File: config.mk
export PLATFORM = sky130hd
export DESIGN_NAME = sensor_frontend
export DESIGN_NICKNAME = d
export VERILOG_FILES = /design/src/rtl/sensor_frontend.sv
export SDC_FILE = /design/constraint.sdc
export NUM_CORES = 1
export LEC_CHECK = 0
export BUFFER_PORTS_ARGS = -buffer_cell sky130_fd_sc_hd__buf_2
export CAP_MARGIN = 30
export CORE_ASPECT_RATIO = 1.2
export CORE_MARGIN = 5
export CORE_UTILIZATION = 35
export CTS_CLUSTER_DIAMETER = 30
export DETAILED_ROUTE_END_ITERATION = 10
export GPL_ROUTABILITY_DRIVEN = 0
export SYNTH_ARGS = -nofsm -noshare
export SYNTH_HDL_FRONTEND = slang
export SYNTH_SLANG_ARGS = --single-unit
File: constraint.sdc
create_clock -name Clk -period 3.6 [get_ports Clk]
set_input_delay 0.18 -clock Clk [delete_from_list [all_inputs] [get_ports Clk]]
set_output_delay 0.18 -clock Clk [all_outputs]
set_load 0.02 [all_outputs]
File: src/rtl/sensor_frontend.sv
// Sensor front end: synchronises and debounces the four binary sensor pins, and
// range-checks, averages and watches for staleness on the temperature ADC samples.
module sensor_frontend #(
    parameter int unsigned DEB_CYCLES   = 16,
    parameter int unsigned TEMP_RST     = 25,
    parameter int unsigned TEMP_MAX     = 100,
    parameter int unsigned STALE_CYCLES = 1000
) (
    input  logic       Clk,
    input  logic       Rst,
    input  logic       raw_fd,
    input  logic       raw_rd,
    input  logic       raw_w,
    input  logic       raw_fa,
    input  logic [6:0] adc_data,
    input  logic       adc_valid,
    output logic       SFD,
    output logic       SRD,
    output logic       SW,
    output logic       SFA,
    output logic [6:0] ST,
    output logic       temp_fault,
    output logic       temp_stale,
    output logic       sensor_event
);

    localparam int unsigned NCH  = 4;
    localparam int unsigned CW   = 8;
    localparam int unsigned TW   = 7;
    localparam int unsigned SUMW = 9;
    localparam int unsigned STW  = 16;
    localparam int unsigned SNW  = NCH + TW;

    logic [NCH-1:0] raw;
    logic [NCH-1:0] sync1;
    logic [NCH-1:0] sync2;
    logic [NCH-1:0] deb;
    logic [CW-1:0]  deb_cnt [NCH];

    assign raw = {raw_fd, raw_rd, raw_w, raw_fa};

    // Two-flop synchroniser plus per-channel stability counter
    always_ff @(posedge Clk or posedge Rst) begin
        if (Rst) begin
            sync1 <= '0;
            sync2 <= '0;
            deb   <= '0;
            for (int i = 0; i < NCH; i++) deb_cnt[i] <= '0;
        end else begin
            sync1 <= raw;
            sync2 <= sync1;
            for (int i = 0; i < NCH; i++) begin
                if (sync2[i] == deb[i]) begin
                    deb_cnt[i] <= '0;
                end else if (deb_cnt[i] == CW'(DEB_CYCLES - 1)) begin
                    deb[i]     <= sync2[i];
                    deb_cnt[i] <= '0;
                end else begin
                    deb_cnt[i] <= deb_cnt[i] + CW'(1);
                end
            end
        end
    end

    assign SFD = deb[3];
    assign SRD = deb[2];
    assign SW  = deb[1];
    assign SFA = deb[0];

    // Temperature path; the fourth averaging slot is always the incoming sample
    logic            accept_c;
    logic            reject_c;
    logic [TW-1:0]   hist [3];
    logic [2:0]      scount;
    logic [SUMW-1:0] sum_c;
    logic [STW-1:0]  stale_cnt;
    logic [STW-1:0]  stale_nxt_c;

    assign accept_c = adc_valid && (adc_data <= TW'(TEMP_MAX));
    assign reject_c = adc_valid && !accept_c;
    assign sum_c    = SUMW'(adc_data) + SUMW'(hist[0]) + SUMW'(hist[1]) + SUMW'(hist[2]);

    always_comb begin
        stale_nxt_c = stale_cnt;
        if (accept_c)
            stale_nxt_c = '0;
        else if (stale_cnt != STW'(STALE_CYCLES))
            stale_nxt_c = stale_cnt + STW'(1);
    end

    always_ff @(posedge Clk or posedge Rst) begin
        if (Rst) begin
            for (int i = 0; i < 3; i++) hist[i] <= '0;
            scount     <= '0;
            ST         <= TW'(TEMP_RST);
            temp_fault <= 1'b0;
            stale_cnt  <= '0;
            temp_stale <= 1'b0;
        end else begin
            temp_fault <= reject_c;
            stale_cnt  <= stale_nxt_c;
            temp_stale <= (stale_nxt_c == STW'(STALE_CYCLES));
            if (accept_c) begin
                hist[0] <= adc_data;
                hist[1] <= hist[0];
                hist[2] <= hist[1];
                if (scount != 3'd4)
                    scount <= scount + 3'd1;
                if (scount >= 3'd3)
                    ST <= TW'(sum_c >> 2);
            end
        end
    end

    // Change detector over every conditioned output
    logic [SNW-1:0] snap_c;
    logic [SNW-1:0] snap_q;

    assign snap_c = {SFD, SRD, SW, SFA, ST};

    always_ff @(posedge Clk or posedge Rst) begin
        if (Rst) begin
            snap_q       <= {4'b0000, TW'(TEMP_RST)};
            sensor_event <= 1'b0;
        end else begin
            snap_q       <= snap_c;
            sensor_event <= (snap_c != snap_q);
        end
    end

endmodule
# ---- After elaboration in Yosys (flattened, before gate mapping)
# Index checks and enable logic that the tools add are counted.
# Widths: inputs -> output; s select.
dict set report word_totals {
  word_cells 66
  out_inout_bits 14
  ff_bits 105
}
dict set report classes {
  n_lt_le_gt_ge 2
  n_mux 10
  n_reduce_logical 9
  n_bitwise 4
  n_eq_ne 12
  add_sub_neg 9
}
# op n
set ops {}
lappend ops {{$mux 8} 8}
lappend ops {{$add 8x1->8 const B} 4}
lappend ops {{$eq 8x4->1 const B} 4}
lappend ops {{$mux 16} 2}
lappend ops {{$add 16x1->16 const B} 1}
lappend ops {{$eq 16x10->1 const B} 1}
lappend ops {{$ne 16x10->1 const B} 1}
lappend ops {{$reduce_and 2->1} 6}
lappend ops {{$ne 11x11->1} 1}
lappend ops {{$add 8x7->9} 1}
lappend ops {{$add 9x7->9} 1}
lappend ops {{$add 7x7->8} 1}
lappend ops {{$le 7x7->1 const B} 1}
lappend ops {{$eq 1x1->1} 4}
lappend ops {{$not 1->1} 4}
lappend ops {{$add 3x1->3 const B} 1}
lappend ops {{$ge 3x2->1 const B} 1}
lappend ops {{$ne 3x3->1 const B} 1}
lappend ops {{$logic_and 1x1->1} 2}
lappend ops {{$logic_not 1->1} 1}

# ---- Longest topological paths before layout
# Gate-level depths: netlist of run 1.
dict set report logic_depth {
  depth_word 4
  depth_mapped 12
  depth_no_buf 12
}

# ---- Least setup slack after synthesis of run 1
# Ideal clock, no wire load.
dict set report synth_path {
  path_type {register -> register}
  startpoint {reg hist[9] (netlist name)}
  endpoint {reg ST[5]}
  setup_time_ns 0.125
  path_stages_with_launch 11
  slack_ns 0.729
  required_time_ns 3.475
  synth_period_minus_slack_ns 2.871
  arrival_ns 2.746
  path_cell_list {dfrtp_1 -> inv_1 -> fa_1 -> fa_1 -> inv_1 -> fa_1 -> a21o_1 -> a21oi_1 -> o21ai_0 -> xor2_1 -> mux2_2}
}
dict set report synth_between {
  elab_chain_len 2
}
# item line_no
set synth_lines {}
lappend synth_lines {{start, declared} 73} ;# logic [TW-1:0] hist [3];
lappend synth_lines {{$add 8x7->9} 81} ;# assign sum_c = SUMW'(adc_data) + SUMW'(hist[0]) + SUMW'(hist[1]) + SUMW'(hist[2]);
lappend synth_lines {{$add 9x7->9} 81}
lappend synth_lines {{end signal, assigned} 95} ;# ST <= TW'(TEMP_RST);
lappend synth_lines {{end signal, assigned} 110} ;# ST <= TW'(sum_c >> 2);
lappend synth_lines {{end, declared} 21} ;# output logic [6:0] ST,
# No other way between the ends.
# A chain may end at the register's enable or synchronous reset.

# ---- Worst setup path in the final report of run 1
dict set report layout_path {
  startpoint {reg hist[2] (netlist name)}
  endpoint {reg ST[5]}
}
dict set report layout_between {
  elab_chain_len 1
}
# item line_no
set layout_lines {}
lappend layout_lines {{$add 9x7->9} 81}
# No other way between the ends.

==> results.py, run 1 <==
metrics = {
    "grt": {
        "grt_max_degree": 64,
        "antenna_found_initial": 0,
        "grt_pass1_vias": 3399,
        "grt_pass1_wl_mm": 15.70,
        "overflow": 0,
        "track_usage_pct": 11.38,
    },
    "finish": {
        "final_common_cell": "dfrtp_1",
        "antennaDiodeCount": 0,
        "final_cell_mix": "dfrtp_1 (99), nor2_1 (50), nand2_1 (45)",
        "nNetsFinal": 554,
        "n_fill_cell": 1373,
        "fin_util_pct": 40.29,
        "synthToLayoutAreaGrowth_pct": 13.59,
        "layout-drive-gt1-share_pct": 12.98,
    },
    "routing": {
        "antenna_left": 0,
        "vias_per_cell": 4.741,
        "route.detailed.drc": 0,
        "routed_wl_mm": 8.750,
        "vias": 3276,
        "wl_per_cell_um": 12.66,
        "dr.pass1.iters": 4,
        "drtIter0Drc": 205,
    },
    "synth": {
        "synth-edff-count": 0,
        "synth_top_family_by_area": "simple AND/OR/NAND/NOR gates",
        "ys_types": 44,
        "ys_ff_latch": 105,
        "syn-num-nets": 522,
        "syn_area_per_cell_um2": 10.63,
        "synth_warnings": 0,
        "synth.mux.area_fraction_pct": 2.851,
        "syn_inst": 479,
        "synth-seq-area-share_pct": 51.76,
        "synth-async-reset-ratio_pct": 100.0,
        "synth_adder_area_share_pct": 9.191,
        "synth_compound_area_share_pct": 5.136,
        "synthSimpleGateAreaFrac_pct": 15.63,
        "post_synth_xor_area_fraction_pct": 11.01,
        "syn-cell-area_um2": 5091,
        "ys.flop_type": "dfrtp_1",
    },
    "floorplanning": {
        "fp.dieH_um": 142.1,
        "die_x_um": 120.1,
        "ios": 28,
        "rows": 48,
        "dieArea_um2": 17070,
        "coreArea_um2": 14350,
        "start_util_pct": 35.47,
    },
    "sta": {
        "rsz0062_at_grt": "no",
        "tns_ns": 0,
        "max_slew_margin_pct": 53.25,
        "post-route-period-util_pct": 83.62,
        "hold_viol": 0,
        "tightestPinTransition_ns": 0.7012,
        "finalMaxSlewViolations": 0,
        "clock_skew_ns": 0.005923,
        "min_period_ns": 3.010,
        "max_clock_freq_mhz": 332.2,
        "setup_violations": 0,
    },
    "clock_network": {
        "cts_resized": 0,
        "post_cts_buffers": 0,
        "cts_buffers": 9,
        "insertion_delay_ns": 0.35,
        "htreeDepth": 3,
        "cts_tree": "done",
        "cts.path.max_buffers": 2,
        "clkTransAtPathRegs_ns": 0.07,
        "ctsRootBufferMaster": "clkbuf_16",
        "clock_sinks": 105,
    },
    "setup_path": {
        "rrSetupSlack_ns": 0.59,
        "endpoint": "ST[5]",
        "r2r_start": "hist[2]",
        "startpoint_type": "flop",
        "startpoint": "hist[2]",
        "worstPathRequired_ns": 3.84,
        "arrival_ns": 3.25,
        "path_max_fanout": 2,
        "r2r_end": "ST[5]",
        "ff2ff_path_depth": 10,
        "worstSetupPathType": "reg -> reg",
        "end_kind": "flop",
    },
    "power_and_ir_drop": {
        "peakVddDrop_v": 0.0002521,
        "power_leakage_nw": 2.735,
        "cellPowerDensity_nw_per_um2": 586.3,
    },
    "min_path": {
        "hold_class": "in -> reg",
    },
    "status": {
        "status": "finished, final reports clean",
    },
    "placement": {
        "numPortBuffers": 27,
        "dpl.hpwl_mm": 6.373,
    },
    "job": {
        "cap_violations": 0,
    },
}
## power breakdown
group          switching (W)  internal [W]
logic               0.000494      0.000406
clock network       0.000446      0.000546
registers           0.000133       0.00136
## per-layer routing
layer | part of all wire, % | global-route usage, % | up-vias
li1 | - | - | 1626
met1 | 47 | 14.33 | 1588
met2 | 48 | 18.62 | 45
met3 | 2.5 | 2.147 | 17
met4 | 2.9 | 6.092 | 0
met5 | 0 | 0 | -
## metrics by stage
stage / cells / instance area [µm²] / setup slack (ns) / power [W] / hold WS [ns]
CTS: 691 / 5783 / 0.5683 / 0.003453 / 0.05937
global route: 691 / 5783 / 0.3732 / 0.003637 / 0.09033
detailed placement: 670 / 5429 / 0.5780 / 0.002432 / 0.1827
floorplan: 479 / 5091 / 0.6694 / 0.002194 / 0.2114
finish: 691 / 5783 / 0.5898 / 0.003391 / 0.06623
global placement: 669 / 5401 / 0.6462 / 0.002395 / 0.2878
## state kept, by name, indices dropped and copies added (netlist names), 3 cells and up
name,flops
snap_q,11
deb,4
scount,3
hist,21
sync1,4
ST,7
sync2,4
stale_cnt,16
deb_cnt,32
## cell usage after synthesis (3+ instances only)
master     n  area [µm²]
nand2_1   45       168.9
nor4_1     8       50.05
clkbuf_1  10       37.54
fa_1      14       280.3
a21oi_1   10       50.05
xor2_1    38       332.8
o21ai_0   20       100.1
nand2b_1   4       25.02
and2_1     7       43.79
inv_1     43       161.4
dfstp_2    6       157.7
nand4_1    7       43.79
ha_1      15       187.7
nand3_1   17       85.08
buf_2      3       15.01
or4_1      3       22.52
xnor2_1   26       227.7
nor3_1     5       25.02
nor2_1    50       187.7
and3_1     9       56.30
mux2_2    10       112.6
dfrtp_1   99        2477
## cell type report
class                   instances  area, µm²  share of cell area (%)
inverters                      43      163.9                   2.834
flip-flops and latches        105       2635                   45.56
well taps                     175      219.0                   3.786
clock inverters                 7      78.83                   1.363
multi-input cells             317       2233                   38.62
clock buffers                   9      225.2                   3.894
repair buffers                 35      227.7                   3.938
## worst min-delay path by stage
stage,start,end,slack (ns),cells after the start
2_1_floorplan,raw_fa,sync1[0],0.21,0
3_3_place_gp,raw_rd,sync1[2],0.29,1
3_5_place_dp,Rst,hist[14],0.18,2
4_1_cts,adc_data[2],hist[16],0.06,3
5_1_grt,adc_valid,hist[20],0.09,2
6_report,adc_data[2],hist[16],0.07,3
## worst max-delay path, stage by stage, from the launching register on
cell and delay (ns):
dfrtp_1 0.37, inv_1 0.08, fa_1 0.44, fa_1 0.51, inv_1 0.07, fa_1 0.45, a21o_1 0.19, a21oi_1 0.21
o21ai_0 0.15, xor2_1 0.16, mux2_2 0.27
## cells by family (layout without fill, tap and decap cells)
| logic type | after synthesis | in the layout |
|---|---|---|
| multiplexers | 13 | 13 |
| buffers and inverters | 57 | 94 |
| AO/OA/AOI/OAI | 44 | 44 |
| XOR/XNOR | 64 | 64 |
| flip-flops | 105 | 105 |
| adder cells (fa/ha/maj) | 29 | 29 |
| AND/OR/NAND/NOR | 167 | 167 |
## timing repair
| item | in CTS | in global routing |
|---|---|---|
| hold buffers | 5 | 0 |
| hold endpoints to repair | 29 | 0 |
| setup endpoints to repair | 0 | 0 |
Power figures use the tool's default switching activity.
==> run 2: changes to the inputs <==
==> constraint.sdc (replaced) <==
create_clock -name Clk -period 2.51 [get_ports Clk]
set_input_delay 0.1255 -clock Clk [delete_from_list [all_inputs] [get_ports Clk]]
set_output_delay 0.1255 -clock Clk [all_outputs]
set_load 0.02 [all_outputs]
==> run 2 against run 1 <==
The flow now finishes with violations (setup timing). Final cell count rose by 3.8%. Global-route usage rose by 0.22 points. Setup slack got worse by 0.86 ns. Power rose by 57%. Largest power group unchanged. Highest routed layer unchanged.
==> results.py, run 2 (synthesis results as in run 1) <==
metrics = {
    "status": {
        "status": "complete, but fails checks",
        "violations": "setup timing",
    },
    "routing": {
        "dr.pass1.iters": 4,
        "vias": 3394,
        "wl_per_cell_um": 12.86,
        "routed_wl_mm": 9.224,
        "route.detailed.drc": 0,
        "vias_per_cell": 4.734,
        "antenna_left": 0,
        "drtIter0Drc": 182,
    },
    "placement": {
        "dpl.hpwl_mm": 6.642,
        "numPortBuffers": 27,
        "place_ws_ns": -0.3537,
    },
    "clock_network": {
        "clock_sinks": 105,
        "ctsRootBufferMaster": "clkbuf_16",
        "htreeDepth": 3,
        "clkTransAtPathRegs_ns": 0.07,
        "cts_tree": "done",
        "cts_buffers": 9,
        "cts.path.max_buffers": 2,
        "insertion_delay_ns": 0.35,
    },
    "grt": {
        "grt_pass1_wl_mm": 16.14,
        "grt_pass1_vias": 3584,
        "antenna_found_initial": 0,
        "overflow": 0,
        "grt_max_degree": 106,
        "track_usage_pct": 11.60,
    },
    "finish": {
        "reg_top3": "deb_cnt: 32 flops, hist: 21 flops, stale_cnt: 16 flops",
        "nNetsFinal": 580,
        "n_fill_cell": 1357,
        "regMostFlops": "deb_cnt",
        "largest_reg_flops": 32,
        "multiInputGateArea_um2": 2288,
        "synthToLayoutAreaGrowth_pct": 18.80,
        "fin_util_pct": 42.14,
        "final_common_cell": "dfrtp_1",
        "antennaDiodeCount": 0,
        "final_cell_mix": "dfrtp_1 (99), nor2_1 (49), nand2_1 (44)",
        "layout-drive-gt1-share_pct": 19.56,
        "seqCellArea_um2": 2635,
    },
    "job": {
        "cap_violations": 0,
    },
    "setup_path": {
        "path_max_fanout": 2,
        "rrSetupSlack_ns": -0.27,
        "r2r_start": "hist[1]",
        "arrival_ns": 3.01,
        "slowest_stage": "fa_1",
        "startpoint": "hist[1]",
        "r2r_end": "ST[5]",
        "cpMostUsedCell": "fa_1",
        "startpoint_type": "flop",
        "endpoint": "ST[5]",
        "ff2ff_path_depth": 12,
        "end_kind": "flop",
        "worstSetupPathType": "reg -> reg",
        "worstPathRequired_ns": 2.75,
        "crit_chain": "inv_2, fa_1, inv_1, fa_1, nand2_2, nor2_2, fa_2, a21o_1, a21oi_2, o21ai_2, xor2_1, mux2_4",
        "max_stage_delay_ns": 0.50,
    },
    "sta": {
        "worst_slack_ns": -0.2652,
        "post-route-period-util_pct": 110.6,
        "finalMaxSlewViolations": 0,
        "tightestPinTransition_ns": 0.5480,
        "max_slew_margin_pct": 63.47,
        "setup_violations": 5,
        "min_period_ns": 2.775,
        "max_clock_freq_mhz": 360.3,
        "rsz0062_at_grt": "yes",
        "hold_viol": 0,
        "clock_skew_ns": 0.008886,
    },
    "min_path": {
        "hold_class": "in -> reg",
    },
    "floorplanning": {
        "coreArea_um2": 14350,
        "ios": 28,
        "start_util_pct": 35.47,
        "fp.dieH_um": 142.1,
        "die_x_um": 120.1,
        "rows": 48,
        "dieArea_um2": 17070,
    },
    "power_and_ir_drop": {
        "total_power_w": 0.005334,
        "peakVddDrop_v": 0.0004539,
        "power_leakage_nw": 2.883,
        "cellPowerDensity_nw_per_um2": 882.0,
    },
}
## run 2: cell types whose count changed in the layout (fill, tap and decap cells not counted), moves of 3 or more
| cell | change |
|---|---|
| inv_1 | -4 |
| mux2_4 | +3 |
| buf_4 | +26 |
| inv_2 | +4 |
## run 2: worst min path at each step
stage	from	end	slack [ns]	cells after the start
global placement	raw_rd	sync1[2]	0.24	1
global route	adc_valid	hist[20]	0.02	2
detailed placement	raw_w	sync1[1]	0.24	1
CTS	adc_valid	hist[19]	0.004	2
finish	adc_valid	hist[20]	0.01	2
floorplan	raw_fa	sync1[0]	0.16	0
## run 2: where the power goes
part / total [W] / internal [W] / switching, W
Sequential: 0.00214 / 0.00196 / 0.000179
Combinational: 0.00167 / 0.000838 / 0.000834
Clock: 0.00152 / 0.000889 / 0.000636
## run 2: metal layers
metal / vias up / track usage, % / part of all wire [%]
li1: 1676 / - / -
met1: 1670 / 14.20 / 45
met2: 38 / 19.69 / 50
met3: 10 / 2.863 / 3.2
met4: 0 / 4.704 / 1.4
met5: - / 0 / 0
## run 2: final cells by class
| type | count | share of cell area, % |
|---|---|---|
| multi-input combinational | 317 | 37.84 |
| sequential | 105 | 43.57 |
| tap | 175 | 3.620 |
| inverter | 43 | 2.731 |
| timing repair buffer | 61 | 6.868 |
| clock buffer | 10 | 3.786 |
| clock inverter | 6 | 1.593 |
## run 2: critical path, delay by kind of cell (launching register included)
kind / cells / cell delay (ns)
fa+ha+maj: 3 / 1.29
compound gates: 3 / 0.40
flops: 1 / 0.34
mux: 1 / 0.26
xor+xnor: 1 / 0.15
simple gates: 2 / 0.13
buf+inv: 2 / 0.10
## run 2: metrics by stage
step	setup TNS [ns]	area [µm²]	std cells	hold slack [ns]
CTS	-1.391	5995	714	0.003715
global route	-1.595	6048	717	0.02400
finish	-0.9073	6048	717	0.01466
global placement	-0.9866	5597	692	0.2363
floorplan	-0.5848	5104	479	0.1569
detailed placement	-1.332	5597	692	0.2355
## run 2: repair_timing
| item | CTS | global route |
|---|---|---|
| pin swaps | 6 | 10 |
| hold buffers | 5 | 0 |
| endpoints found under the setup margin | 6 | 6 |
| setup buffers | 2 | 3 |
| gates resized for setup | 3 | 9 |
| hold endpoints to repair | 103 | 0 |
==> run 3: changes to the inputs <==
==> constraint.sdc (replaced) <==
create_clock -name Clk -period 2.5 [get_ports Clk]
set_input_delay 0.125 -clock Clk [delete_from_list [all_inputs] [get_ports Clk]]
set_output_delay 0.125 -clock Clk [all_outputs]
set_load 0.02 [all_outputs]
==> run 3 against run 2 <==
The run still ends with setup timing left. Non-clock buffer count rose by 3. Fmax rose by 0.38%. Largest cell class unchanged. Final cell count grew 0.42%. Power down 1.3%. Combinational power fell by 5%. Count of clock-buffer cells in the layout increased by 2. Critical endpoint unchanged. Global-route usage up 0.16 points.
==> results.py, run 3 (synthesis results as in run 1) <==
metrics = {
    "grt": {
        "grt_max_degree": 49,
        "overflow": 0,
        "grt_most_used_layer": "met2",
        "grt_pass1_vias": 3486,
        "use_met2_pct": 19.09,
        "met1_usage_pct": 14.57,
        "use_met3_pct": 3.419,
        "track_usage_pct": 11.77,
        "grt_pass1_wl_mm": 16.12,
        "antenna_found_initial": 0,
    },
    "sta": {
        "max_slew_margin_pct": 72.64,
        "post-route-period-util_pct": 110.6,
        "worst_slack_ns": -0.2648,
        "max_clock_freq_mhz": 361.7,
        "tightestPinTransition_ns": 0.4080,
        "clock_skew_ns": 0.005018,
        "rsz0062_at_grt": "yes",
        "min_period_ns": 2.765,
        "setup_violations": 6,
        "hold_viol": 0,
        "finalMaxSlewViolations": 0,
    },
    "routing": {
        "dr.pass1.iters": 4,
        "routed_wl_mm": 9.104,
        "wl_per_cell_um": 12.64,
        "drtIter0Drc": 146,
        "route.detailed.drc": 0,
        "antenna_left": 0,
        "vias_per_cell": 4.751,
        "vias": 3421,
    },
    "clock_network": {
        "cts_tree": "done",
        "htreeDepth": 3,
        "cts.path.max_buffers": 2,
        "cts_buffers": 9,
        "clkTransAtPathRegs_ns": 0.07,
        "clock_sinks": 105,
        "ctsRootBufferMaster": "clkbuf_16",
        "insertion_delay_ns": 0.35,
    },
    "finish": {
        "regMostFlops": "deb_cnt",
        "synthToLayoutAreaGrowth_pct": 18.78,
        "postLayoutCellArea_um2": 6047,
        "largest_reg_flops": 32,
        "seqCellArea_um2": 2635,
        "multiInputGateArea_um2": 2267,
        "fin_util_pct": 42.13,
        "final_cell_mix": "dfrtp_1 (99), nor2_1 (49), nand2_1 (44)",
        "n_fill_cell": 1334,
        "layout-drive-gt1-share_pct": 19.08,
        "final_common_cell": "dfrtp_1",
        "reg_top3": "deb_cnt: 32 flops, hist: 21 flops, stale_cnt: 16 flops",
        "antennaDiodeCount": 0,
        "nNetsFinal": 583,
    },
    "floorplanning": {
        "start_util_pct": 35.47,
        "die_x_um": 120.1,
        "fp.dieH_um": 142.1,
        "ios": 28,
        "rows": 48,
        "dieArea_um2": 17070,
        "coreArea_um2": 14350,
    },
    "power_and_ir_drop": {
        "peakVddDrop_v": 0.0003533,
        "p_sw_w": 0.001591,
        "pwr-share-clk_pct": 29.0,
        "power_leakage_nw": 2.891,
        "intPower_w": 0.003673,
        "cellPowerDensity_nw_per_um2": 870.5,
        "combPwrFrac_pct": 30.3,
        "seq_power_share_pct": 40.7,
        "switching_share_pct": 30.22,
    },
    "setup_path": {
        "worstSetupPathType": "reg -> reg",
        "end_kind": "flop",
        "startpoint_type": "flop",
        "worstPathRequired_ns": 2.74,
        "path_max_fanout": 2,
        "arrival_ns": 3.01,
        "rrSetupSlack_ns": -0.26,
    },
    "min_path": {
        "hold_class": "in -> reg",
    },
    "placement": {
        "placed_area_um2": 5612,
        "numPortBuffers": 27,
        "dpl.hpwl_mm": 6.559,
    },
    "job": {
        "cap_violations": 0,
    },
    "status": {
        "status": "complete, but fails checks",
        "violations": "setup timing",
    },
}
-- run 3: layout make-up --
type                    instances  share of cell area (%)
clock buffers                  12                   4.076
repair buffers                 64                   7.283
flip-flops and latches        105                   43.58
clock inverters                 4                   1.221
inverters                      43                   2.731
multi-input cells             317                   37.49
well taps                     175                   3.621
-- run 3: repair_timing --
item                                    4_1_cts  5_1_grt
hold buffers                                  6        0
resized for setup                             2        6
pin swaps                                     4        1
hold endpoints to repair                     16        0
buffers inserted                              2        2
endpoints found under the setup margin        6        6
-- run 3: final timing paths --
| kind | cells after the start | end | from |
|---|---|---|---|
| max | 12 | ST[5] | hist[1] |
| min | 2 | hist[19] | adc_valid |
| max reg2reg | 12 | ST[5] | hist[1] |
| min reg2reg | 0 | sync2[3] | sync1[3] |
| max in group asynchronous | 4 | snap_q[3] | Rst |
| min in group asynchronous | 3 | snap_q[5] | Rst |
-- run 3: through the flow --
stage	instances	setup slack (ns)	hold slack, ns	setup TNS [ns]	total power [W]
CTS	718	-0.2925	0.007029	-1.310	0.005287
detailed placement	694	-0.3260	0.1171	-1.258	0.003682
global route	720	-0.4074	0.02932	-2.158	0.005658
global placement	694	-0.2662	0.1160	-1.034	0.003647
finish	720	-0.2648	0.01820	-1.340	0.005264
floorplan	479	-0.2270	0.1564	-0.6348	0.003180
-- run 3: power groups by stage --
stage                     logic, W  clock network [W]  registers, W
after floorplan           0.000968                  0       0.00221
after global placement     0.00148                  0       0.00217
after detailed placement   0.00150                  0       0.00218
after CTS                  0.00156            0.00158       0.00215
after global routing       0.00184            0.00165       0.00217
final                      0.00159            0.00153       0.00214
-- run 3: worst max-delay path, stage by stage, from the launching register on --
cell	delay, ns
dfrtp_1	0.35
inv_2	0.05
fa_1	0.50
inv_1	0.05
fa_1	0.44
nand2_2	0.10
nor2_2	0.04
fa_2	0.34
a21o_1	0.17
a21oi_2	0.16
o21ai_2	0.07
xor2_1	0.14
mux2_4	0.25
-- run 3: per-layer routing --
layer / up-vias / routed length (µm)
met4: 0 / 200
met3: 10 / 352
li1: 1680 / -
met1: 1674 / 4155
met5: - / 0
met2: 57 / 4395
